--- src/rtl/i2c_byte_master.sv ---
// i2c_byte_master: register-mapped byte-level I2C master (START, one byte + ACK, STOP).
// Define I2C_STRETCH_EN to let the prescaler hold while a slave stretches SCL.
module i2c_byte_master #(
   parameter logic [15:0] DIV_RESET = 16'd124
) (
   input  logic        Clk,
   input  logic        ResetN,
   input  logic [2:0]  Addr,
   output logic [15:0] DataRd,
   input  logic [15:0] DataWr,
   input  logic        En,
   input  logic        Rd,
   input  logic        Wr,
   output logic        SdaOut,
   input  logic        SdaIn,
   output logic        SclOut,
   input  logic        SclIn
);

   typedef enum logic [1:0] {IDLE, START, BYTE, STOP} state_t;

   state_t      state, state_nxt;
   logic [1:0]  qtr, qtr_nxt;
   logic [3:0]  bit_cnt, bit_cnt_nxt;
   logic [15:0] cnt, cnt_nxt;
   logic [15:0] div, div_nxt;
   logic [7:0]  tx_data, tx_data_nxt;
   logic [7:0]  rx_data, rx_data_nxt;
   logic        done, done_nxt;
   logic        rx_ack, rx_ack_nxt;
   logic        arb_lost, arb_lost_nxt;
   logic        held, held_nxt;
   logic        do_byte, do_byte_nxt;
   logic        do_write, do_write_nxt;
   logic        do_sto, do_sto_nxt;
   logic        ack_out, ack_out_nxt;

   logic busy, wr_en, accept, tick, stall;
   logic ack_bit, data_bit, byte_sda;
   logic scl_pull, sda_pull, scl_high;
   logic unused_ok;

   assign busy      = (state != IDLE);
   assign wr_en     = Wr & En;
   assign accept    = wr_en & ~busy & (Addr == 3'd0) & (|DataWr[3:0]);
   assign ack_bit   = bit_cnt[3];
   assign data_bit  = tx_data[3'd7 - bit_cnt[2:0]];
   assign tick      = (cnt == div) & ~stall;
   assign unused_ok = ^{Rd, scl_high};

   // Line drive per stage/quarter; IDLE keeps SCL low while the bus is held
   always_comb begin
      scl_pull = 1'b0;
      sda_pull = 1'b0;
      scl_high = 1'b0;
      byte_sda = 1'b0;
      if (ack_bit)
         byte_sda = do_write ? 1'b0 : ~ack_out;
      else
         byte_sda = do_write & ~data_bit;
      unique case (state)
         IDLE: scl_pull = held;
         START: begin
            scl_high = (qtr != 2'd0);
            scl_pull = (qtr == 2'd0) & held;
            sda_pull = qtr[1];
         end
         BYTE: begin
            scl_high = qtr[1];
            scl_pull = ~qtr[1];
            sda_pull = byte_sda;
         end
         STOP: begin
            scl_high = (qtr != 2'd0);
            scl_pull = (qtr == 2'd0);
            sda_pull = ~qtr[1];
         end
         default: ;
      endcase
   end

   assign SdaOut = sda_pull;
   assign SclOut = scl_pull;

`ifdef I2C_STRETCH_EN
   assign stall = scl_high & ~scl_pull & ~SclIn;
`else
   assign stall = 1'b0;
`endif

   always_comb begin
      DataRd = 16'h0000;
      unique case (Addr)
         3'd0: DataRd = {9'h000, SdaIn, SclIn, held, done,
                         arb_lost, rx_ack, busy};
         3'd1: DataRd = {8'h00, rx_data};
         3'd2: DataRd = div;
         default: ;
      endcase
   end

   always_comb begin
      state_nxt    = state;
      qtr_nxt      = qtr;
      bit_cnt_nxt  = bit_cnt;
      div_nxt      = div;
      tx_data_nxt  = tx_data;
      rx_data_nxt  = rx_data;
      done_nxt     = done;
      rx_ack_nxt   = rx_ack;
      arb_lost_nxt = arb_lost;
      held_nxt     = held;
      do_byte_nxt  = do_byte;
      do_write_nxt = do_write;
      do_sto_nxt   = do_sto;
      ack_out_nxt  = ack_out;
      if (tick)
         cnt_nxt = 16'd0;
      else if (stall)
         cnt_nxt = cnt;
      else
         cnt_nxt = cnt + 16'd1;

      if (wr_en & ~busy) begin
         if (Addr == 3'd1) tx_data_nxt = DataWr[7:0];
         if (Addr == 3'd2) div_nxt = DataWr;
      end

      if (accept) begin
         cnt_nxt      = 16'd0;
         qtr_nxt      = 2'd0;
         bit_cnt_nxt  = 4'd0;
         done_nxt     = 1'b0;
         rx_ack_nxt   = 1'b0;
         arb_lost_nxt = 1'b0;
         do_sto_nxt   = DataWr[1];
         do_write_nxt = DataWr[3];
         do_byte_nxt  = DataWr[3] | DataWr[2];
         ack_out_nxt  = DataWr[4];
         if (DataWr[0])
            state_nxt = START;
         else if (|DataWr[3:2])
            state_nxt = BYTE;
         else
            state_nxt = STOP;
      end else if (busy & tick) begin
         qtr_nxt = qtr + 2'd1;
         unique case (state)
            START: begin
               if (qtr == 2'd3) begin
                  bit_cnt_nxt = 4'd0;
                  if (do_byte)
                     state_nxt = BYTE;
                  else if (do_sto)
                     state_nxt = STOP;
                  else begin
                     state_nxt = IDLE;
                     done_nxt  = 1'b1;
                  end
               end
            end
            BYTE: begin
               // Sample point: middle of the SCL-high phase
               if (qtr == 2'd2) begin
                  if (do_write & ~ack_bit & data_bit & ~SdaIn) begin
                     arb_lost_nxt = 1'b1;
                     held_nxt     = 1'b0;
                     done_nxt     = 1'b1;
                     state_nxt    = IDLE;
                     qtr_nxt      = 2'd0;
                  end else if (ack_bit) begin
                     if (do_write) rx_ack_nxt = SdaIn;
                  end else if (~do_write) begin
                     rx_data_nxt = {rx_data[6:0], SdaIn};
                  end
               end
               if (qtr == 2'd3) begin
                  if (!ack_bit)
                     bit_cnt_nxt = bit_cnt + 4'd1;
                  else if (do_sto)
                     state_nxt = STOP;
                  else begin
                     state_nxt = IDLE;
                     held_nxt  = 1'b1;
                     done_nxt  = 1'b1;
                  end
               end
            end
            STOP: begin
               if (qtr == 2'd3) begin
                  state_nxt = IDLE;
                  held_nxt  = 1'b0;
                  done_nxt  = 1'b1;
               end
            end
            default: ;
         endcase
      end
   end

   always_ff @(posedge Clk or negedge ResetN) begin
      if (!ResetN) begin
         state    <= IDLE;
         qtr      <= 2'd0;
         bit_cnt  <= 4'd0;
         cnt      <= 16'd0;
         div      <= DIV_RESET;
         tx_data  <= 8'h00;
         rx_data  <= 8'h00;
         done     <= 1'b0;
         rx_ack   <= 1'b0;
         arb_lost <= 1'b0;
         held     <= 1'b0;
         do_byte  <= 1'b0;
         do_write <= 1'b0;
         do_sto   <= 1'b0;
         ack_out  <= 1'b0;
      end else begin
         state    <= state_nxt;
         qtr      <= qtr_nxt;
         bit_cnt  <= bit_cnt_nxt;
         cnt      <= cnt_nxt;
         div      <= div_nxt;
         tx_data  <= tx_data_nxt;
         rx_data  <= rx_data_nxt;
         done     <= done_nxt;
         rx_ack   <= rx_ack_nxt;
         arb_lost <= arb_lost_nxt;
         held     <= held_nxt;
         do_byte  <= do_byte_nxt;
         do_write <= do_write_nxt;
         do_sto   <= do_sto_nxt;
         ack_out  <= ack_out_nxt;
      end
   end

endmodule

--- config.mk ---
export PLATFORM = sky130hd
export DESIGN_NAME = i2c_byte_master
export DESIGN_NICKNAME = d
export VERILOG_FILES = /design/src/rtl/i2c_byte_master.sv
export SDC_FILE = /design/constraint.sdc
export NUM_CORES = 1
export LEC_CHECK = 0
export BUFFER_PORTS_ARGS = -buffer_cell sky130_fd_sc_hd__clkbuf_2
export CAP_MARGIN = 30
export CORE_ASPECT_RATIO = 1.2
export CORE_UTILIZATION = 53
export DETAILED_ROUTE_END_ITERATION = 8
export PLACE_DENSITY = 0.77
export SLEW_MARGIN = 40
export SYNTH_ARGS = -nofsm -noshare
export SYNTH_HDL_FRONTEND = slang
export SYNTH_SLANG_ARGS = --single-unit
--- constraint.sdc ---
create_clock -name Clk -period 2.24 [get_ports Clk]
set_input_delay 0.56 -clock Clk [delete_from_list [all_inputs] [get_ports Clk]]
set_output_delay 0.56 -clock Clk [all_outputs]
set_load 0.03 [all_outputs]
==> results of run 1 <==
## layer usage
metal | global-route usage | vias to the layer above | wire length (um)
met5 | 0 | - | 0
met4 | 0.112 | 0 | 235
met2 | 0.469 | 92 | 4550
met3 | 0.0557 | 19 | 414
li1 | - | 1393 | -
met1 | 0.306 | 1410 | 3550
## kinds of logic (layout without fill, tap and decap cells)
family,count (synthesis),count (layout),synth area share
AO/OA/AOI/OAI,48,48,0.0907
multiplexers,47,47,0.143
AND/OR/NAND/NOR,121,121,0.178
flip-flops,64,64,0.448
adder cells (fa/ha/maj),11,11,0.0384
buffers and inverters,26,111,0.0286
XOR/XNOR,30,30,0.0732
## metrics by stage
stage               setup slack [ns]  hold WS, ns  instance area, sq um  setup TNS, ns
floorplan                     0.0211        0.264                  3590              0
global placement              0.0369        0.477                  4120              0
detailed placement            0.0129        0.485                  4120              0
CTS                          -0.0795        0.232                  4390        -0.0795
global route                  -0.145        0.244                  4470         -0.296
finish                       -0.0814        0.223                  4470        -0.0814
## worst max-delay path, stage by stage (launching register included)
cell,delay [ns]
dfrtp_2,0.47
mux2i_2,0.18
a22oi_2,0.22
a21oi_1,0.09
o21ai_1,0.19
a21oi_1,0.09
buf_4,0.17
## final cells by class
class | instances | area [sq um]
clock buffers | 11 | 151
clock inverters | 5 | 55.1
fillers | 490 | 2020
inverters | 11 | 43.8
multi-input cells | 257 | 1910
flip-flops and latches | 64 | 1610
well taps | 85 | 106
repair buffers | 84 | 587
## registers in the layout (all words and copies together), names as in the netlist, 2 cells and up
signal	cells
state	2
cnt	16
div	16
tx_data	8
qtr	2
bit_cnt	4
rx_data	8
## worst max path at each step
| stage | cells past startpoint | endpoint | slack [ns] | start |
|---|---|---|---|---|
| after floorplan | 6 | state[1] | 0.02 | Addr[2] |
| after global placement | 7 | rx_data[6] | 0.04 | cnt[8] |
| after detailed placement | 7 | rx_data[5] | 0.01 | cnt[8] |
| after CTS | 6 | SdaOut | -0.08 | bit_cnt[1] |
| after global routing | 6 | SdaOut | -0.15 | bit_cnt[1] |
| final | 6 | SdaOut | -0.08 | bit_cnt[1] |
## layout by cell type, fill, tap and decap left out, types with 6 or more instances in the layout
cell type / n
xor2_1: 20
nand3_1: 7
xnor2_1: 10
a21oi_1: 13
ha_1: 9
clkbuf_8: 11
clkbuf_2: 39
and2_1: 11
buf_4: 38
dfrtp_1: 57
inv_1: 7
mux2_2: 35
mux2i_1: 11
o21ai_0: 6
nand2_1: 18
nor3_1: 9
nor2_1: 42
## power breakdown
| group | total, mW | leakage, nW | switching [mW] | internal (mW) |
|---|---|---|---|---|
| registers | 1.67 | 0.821 | 0.245 | 1.42 |
| logic | 1.33 | 1.16 | 0.673 | 0.657 |
| clock network | 1.03 | 0.101 | 0.455 | 0.571 |
| total | 4.02 | 2.09 | 1.37 | 2.65 |
## what timing repair did
action	CTS	global route
hold buffers	0	0
cloned	0	0
resized for setup	15	8
pin swaps	5	10
setup endpoints to repair	7	12
setup buffers	4	7
==> impl_metrics.py, run 1 <==
metrics = {
    "place": {
        "dpl.cell_count": 491,
        "port_buffers": 42,
        "gp_congestion": 0.991,
        "hpwl_um": 6200,
    },
    "power_and_ir_drop": {
        "total_power_mw": 4.02,
        "max-vdd-ir-drop_uv": 609,
        "p_leak_nw": 2.09,
        "power.density_mw_per_mm2": 901,
    },
    "die": {
        "initial_utilization": 0.553,
        "die_h_um": 92.1,
        "die_area_sq_mm": 0.00710,
        "die_width_um": 77.1,
        "num_rows": 32,
        "coreArea_sq_mm": 0.00649,
        "num_io_pins": 44,
    },
    "grt": {
        "grt_usage": 0.264,
        "grt_first_pass_wirelength_um": 14200,
        "grt_max_degree": 65,
        "globalRoute.totalOverflow": 0,
        "grt_pass1_vias": 2883,
        "grt_antenna_before_repair": 0,
    },
    "setup_path": {
        "arrival_ns": 1.76,
        "end_kind": "output pin",
        "rr_worst_depth": 5,
        "worstPathRequired_ns": 1.68,
        "rr_startpoint": "div[4]",
        "worstPathMaxFanout": 5,
        "path_class": "flip-flop to output pin",
        "worst-r2r-setup-slack_ns": 0.03,
        "rr_endpoint": "state[1]",
        "critPathLaunchType": "flip-flop",
    },
    "synthesis": {
        "yosys_warnings": 0,
        "syn_area_per_cell_sq_um": 10.3,
        "synth_commonest_cells": "59 x dfrtp_1, 42 x nor2_1, 35 x mux2_2",
        "syn-num-nets": 384,
        "synth_edf_count": 0,
        "synth_area_sq_mm": 0.00359,
        "synthFlopType": "dfrtp_1",
        "async_flop_share": 1.00,
        "synth_top_area_frac": 0.412,
        "synthCells": 347,
        "synth_most_common_cell": "dfrtp_1",
        "synth.ff_latch_count": 64,
        "synth.yosys.seq_area_share": 0.448,
        "synth_top_area_cell": "dfrtp_1",
        "synth_cell_types": 47,
        "synth.area.top_cells": "dfrtp_1 41%, mux2_2 11%, xor2_1 4.9%",
    },
    "sta": {
        "fin_crit_sh": 1.04,
        "fin_skew_ns": 0.00630,
        "worstMarginPinSlew_ns": 0.330,
        "setup_viol": 1,
        "max_freq_ghz": 0.431,
        "hold_viol_final": 0,
        "fin_ws_ns": -0.0814,
        "slew_headroom": 0.777,
        "grt_setup_unrepaired": "yes",
        "slew_violations": 0,
        "fin_crit_ns": 2.32,
    },
    "detailed_routing": {
        "ant_nets": 0,
        "wl_per_cell_um": 16.9,
        "vias": 2914,
        "viasPerCell": 5.64,
        "finalWirelength_um": 8750,
        "drc": 0,
        "firstDrtPassIters": 4,
        "drt-initial-drc-count": 164,
    },
    "clocking": {
        "cts_buffers": 9,
        "h-tree-depth": 3,
        "clk_pin_slew_ns": 0.07,
        "cts-root-buf": "clkbuf_8",
        "cts_tree": "yes",
        "cts.sinks": 64,
        "clockBufferDepth": 2,
        "clk_latency_ns": 0.34,
    },
    "layout": {
        "syn_to_final_growth_pct": 24.5,
        "final_cell_count_no_fill": 517,
        "drive_above_1_share": 0.368,
        "nets": 464,
        "antenna_cells": 0,
        "fin_util": 0.688,
    },
    "run": {
        "cap_violations": 0,
    },
    "run_status": {
        "violations": "setup timing",
        "status": "finished, violations left",
    },
    "worst_hold_path": {
        "hold_path_class": "input pin to async pin",
    },
}
Power figures use the tool's default switching activity.
==> run 2, diff against run 1 <==
==> config.mk (replaced) <==
export PLATFORM = sky130hd
export DESIGN_NAME = i2c_byte_master
export DESIGN_NICKNAME = d
export VERILOG_FILES = /design/src/rtl/i2c_byte_master.sv
export SDC_FILE = /design/constraint.sdc
export NUM_CORES = 1
export LEC_CHECK = 0
export CAP_MARGIN = 30
export CORE_ASPECT_RATIO = 1.2
export CORE_UTILIZATION = 57
export DETAILED_ROUTE_END_ITERATION = 8
export DONT_BUFFER_PORTS = 1
export PLACE_DENSITY = 0.75
export SETUP_SLACK_MARGIN = 0.4
export SLEW_MARGIN = 40
export SYNTH_ARGS = -nofsm -noshare
export SYNTH_HDL_FRONTEND = slang
export SYNTH_SLANG_ARGS = --single-unit
==> impl_metrics.py, run 2 (synthesized netlist as in run 1, its figures left out) <==
metrics = {
    "layout": {
        "layout_common_cells": "55 x dfrtp_1, 38 x buf_4, 34 x mux2_4",
        "fin_util": 0.900,
        "fill_cells": 233,
        "drive_above_1_share": 0.541,
        "top_regs": "cnt x16, div x16",
        "antenna_cells": 0,
        "syn_to_final_growth_pct": 51.8,
        "layout_commonest_cell": "dfrtp_1",
        "nets": 450,
    },
    "sta": {
        "max_freq_ghz": 0.430,
        "slew_violations": 0,
        "setup_viol": 14,
        "worstMarginPinSlew_ns": 0.628,
        "grt_setup_unrepaired": "yes",
        "fin_skew_ns": 0.00928,
        "slew_headroom": 0.581,
        "holdWs_ns": -0.113,
        "fin_crit_sh": 1.04,
        "fin_crit_ns": 2.32,
        "hold_viol_final": 59,
        "fin_ws_ns": -0.0830,
    },
    "die": {
        "die_area_sq_mm": 0.00662,
        "die_width_um": 74.4,
        "die_h_um": 88.9,
        "coreArea_sq_mm": 0.00605,
        "initial_utilization": 0.593,
        "num_rows": 31,
        "num_io_pins": 44,
    },
    "detailed_routing": {
        "viasPerCell": 6.98,
        "wl_per_cell_um": 28.2,
        "drt-initial-drc-count": 352,
        "met2RoutedLength_um": 7000,
        "wl_met3_um": 1260,
        "finalWirelength_um": 14100,
        "wl_met1_um": 4780,
        "ant_nets": 0,
        "vias": 3489,
        "drc": 0,
        "topRoutingLayerUsed": "met4",
        "firstDrtPassIters": 5,
    },
    "setup_path": {
        "slowest_stage": "dfrtp_2",
        "crit_chain": "mux2i_2, a22oi_2, a21oi_2, o21ai_2, a21oi_4",
        "arrival_ns": 1.76,
        "rr_worst_depth": 8,
        "critPathMaxStageDelay_ns": 0.46,
        "end_kind": "output pin",
        "worstPathMaxFanout": 5,
        "worstPathRequired_ns": 1.68,
        "path_class": "flip-flop to output pin",
        "critPathLaunchType": "flip-flop",
    },
    "run_status": {
        "status": "finished, violations left",
        "violations": "hold timing, setup timing",
    },
    "power_and_ir_drop": {
        "max-vdd-ir-drop_uv": 647,
        "total_power_mw": 5.06,
        "power.density_mw_per_mm2": 930,
        "p_leak_nw": 2.30,
    },
    "grt": {
        "grt_usage": 0.379,
        "grt_max_degree": 65,
        "grt_pass1_vias": 3288,
        "grt_first_pass_wirelength_um": 17800,
        "globalRoute.totalOverflow": 0,
        "grt_antenna_before_repair": 0,
    },
    "clocking": {
        "h-tree-depth": 3,
        "cts_buffers": 9,
        "cts_tree": "yes",
        "cts.sinks": 64,
        "clk_pin_slew_ns": 0.08,
        "cts-root-buf": "clkbuf_8",
        "clk_latency_ns": 0.37,
        "clockBufferDepth": 2,
    },
    "place": {
        "port_buffers": 0,
        "hpwl_um": 5860,
        "gp_congestion": 0.949,
        "dp_slack_ns": 0.0676,
    },
    "worst_hold_path": {
        "hold_path_class": "input pin to async pin",
    },
    "run": {
        "cap_violations": 0,
    },
}
==> run 2: power by group <==
part	total (mW)	internal [mW]	switching, mW
registers	1.76	1.42	0.331
clock network	1.26	0.741	0.523
logic	2.04	0.997	1.05
total	5.06	3.16	1.90
==> run 2: layout make-up <==
class,count,area [sq um],share of cell area
Sequential cell,64,1610,0.296
Multi-Input combinational cell,257,2640,0.485
Timing Repair Buffer,70,802,0.147
Inverter,11,45.0,0.00827
Tap cell,82,103,0.0188
Clock inverter,7,119,0.0218
Clock buffer,9,124,0.0227
==> run 2: final timing paths <==
check	startpoint	endpoint	slack (ns)
worst max register to register	state[1]	do_sto	-0.06
worst min-delay path	ResetN	cnt[14]	-0.11
worst min register to register	tx_data[2]	tx_data[2]	0.52
max in group asynchronous	ResetN	div[4]	2.13
worst max-delay path	bit_cnt[1]	SdaOut	-0.08
min in group Clk	DataWr[7]	div[7]	0.34
==> run 2: per-stage QoR <==
step                cell area (sq um)  std cells  setup TNS [ns]
finish                           5450        500          -0.387
global route                     5450        500          -0.777
CTS                              5060        479       -0.000258
detailed placement               3920        429               0
global placement                 3920        429               0
floorplan                        3840        347               0
==> run 2: timing repair <==
| item | 4_1_cts | 5_1_grt |
|---|---|---|
| hold endpoints to repair | 59 | 59 |
| gates cloned | 4 | 1 |
| setup buffers | 30 | 20 |
| setup endpoints to repair | 72 | 82 |
| pin swaps | 37 | 26 |
| gates resized for setup | 131 | 42 |
==> run 2: worst max-delay path, delay by kind of cell (launching register included) <==
family	cells	cell delay [ns]
AO/OA/AOI/OAI	4	0.66
multiplexers	1	0.28
flip-flops	1	0.46
==> run 2: per-layer routing <==
metal,global-route usage,up-vias
met4,0.249,0
li1,-,1371
met2,0.649,296
met1,0.419,1715
met5,0,-
met3,0.0868,107
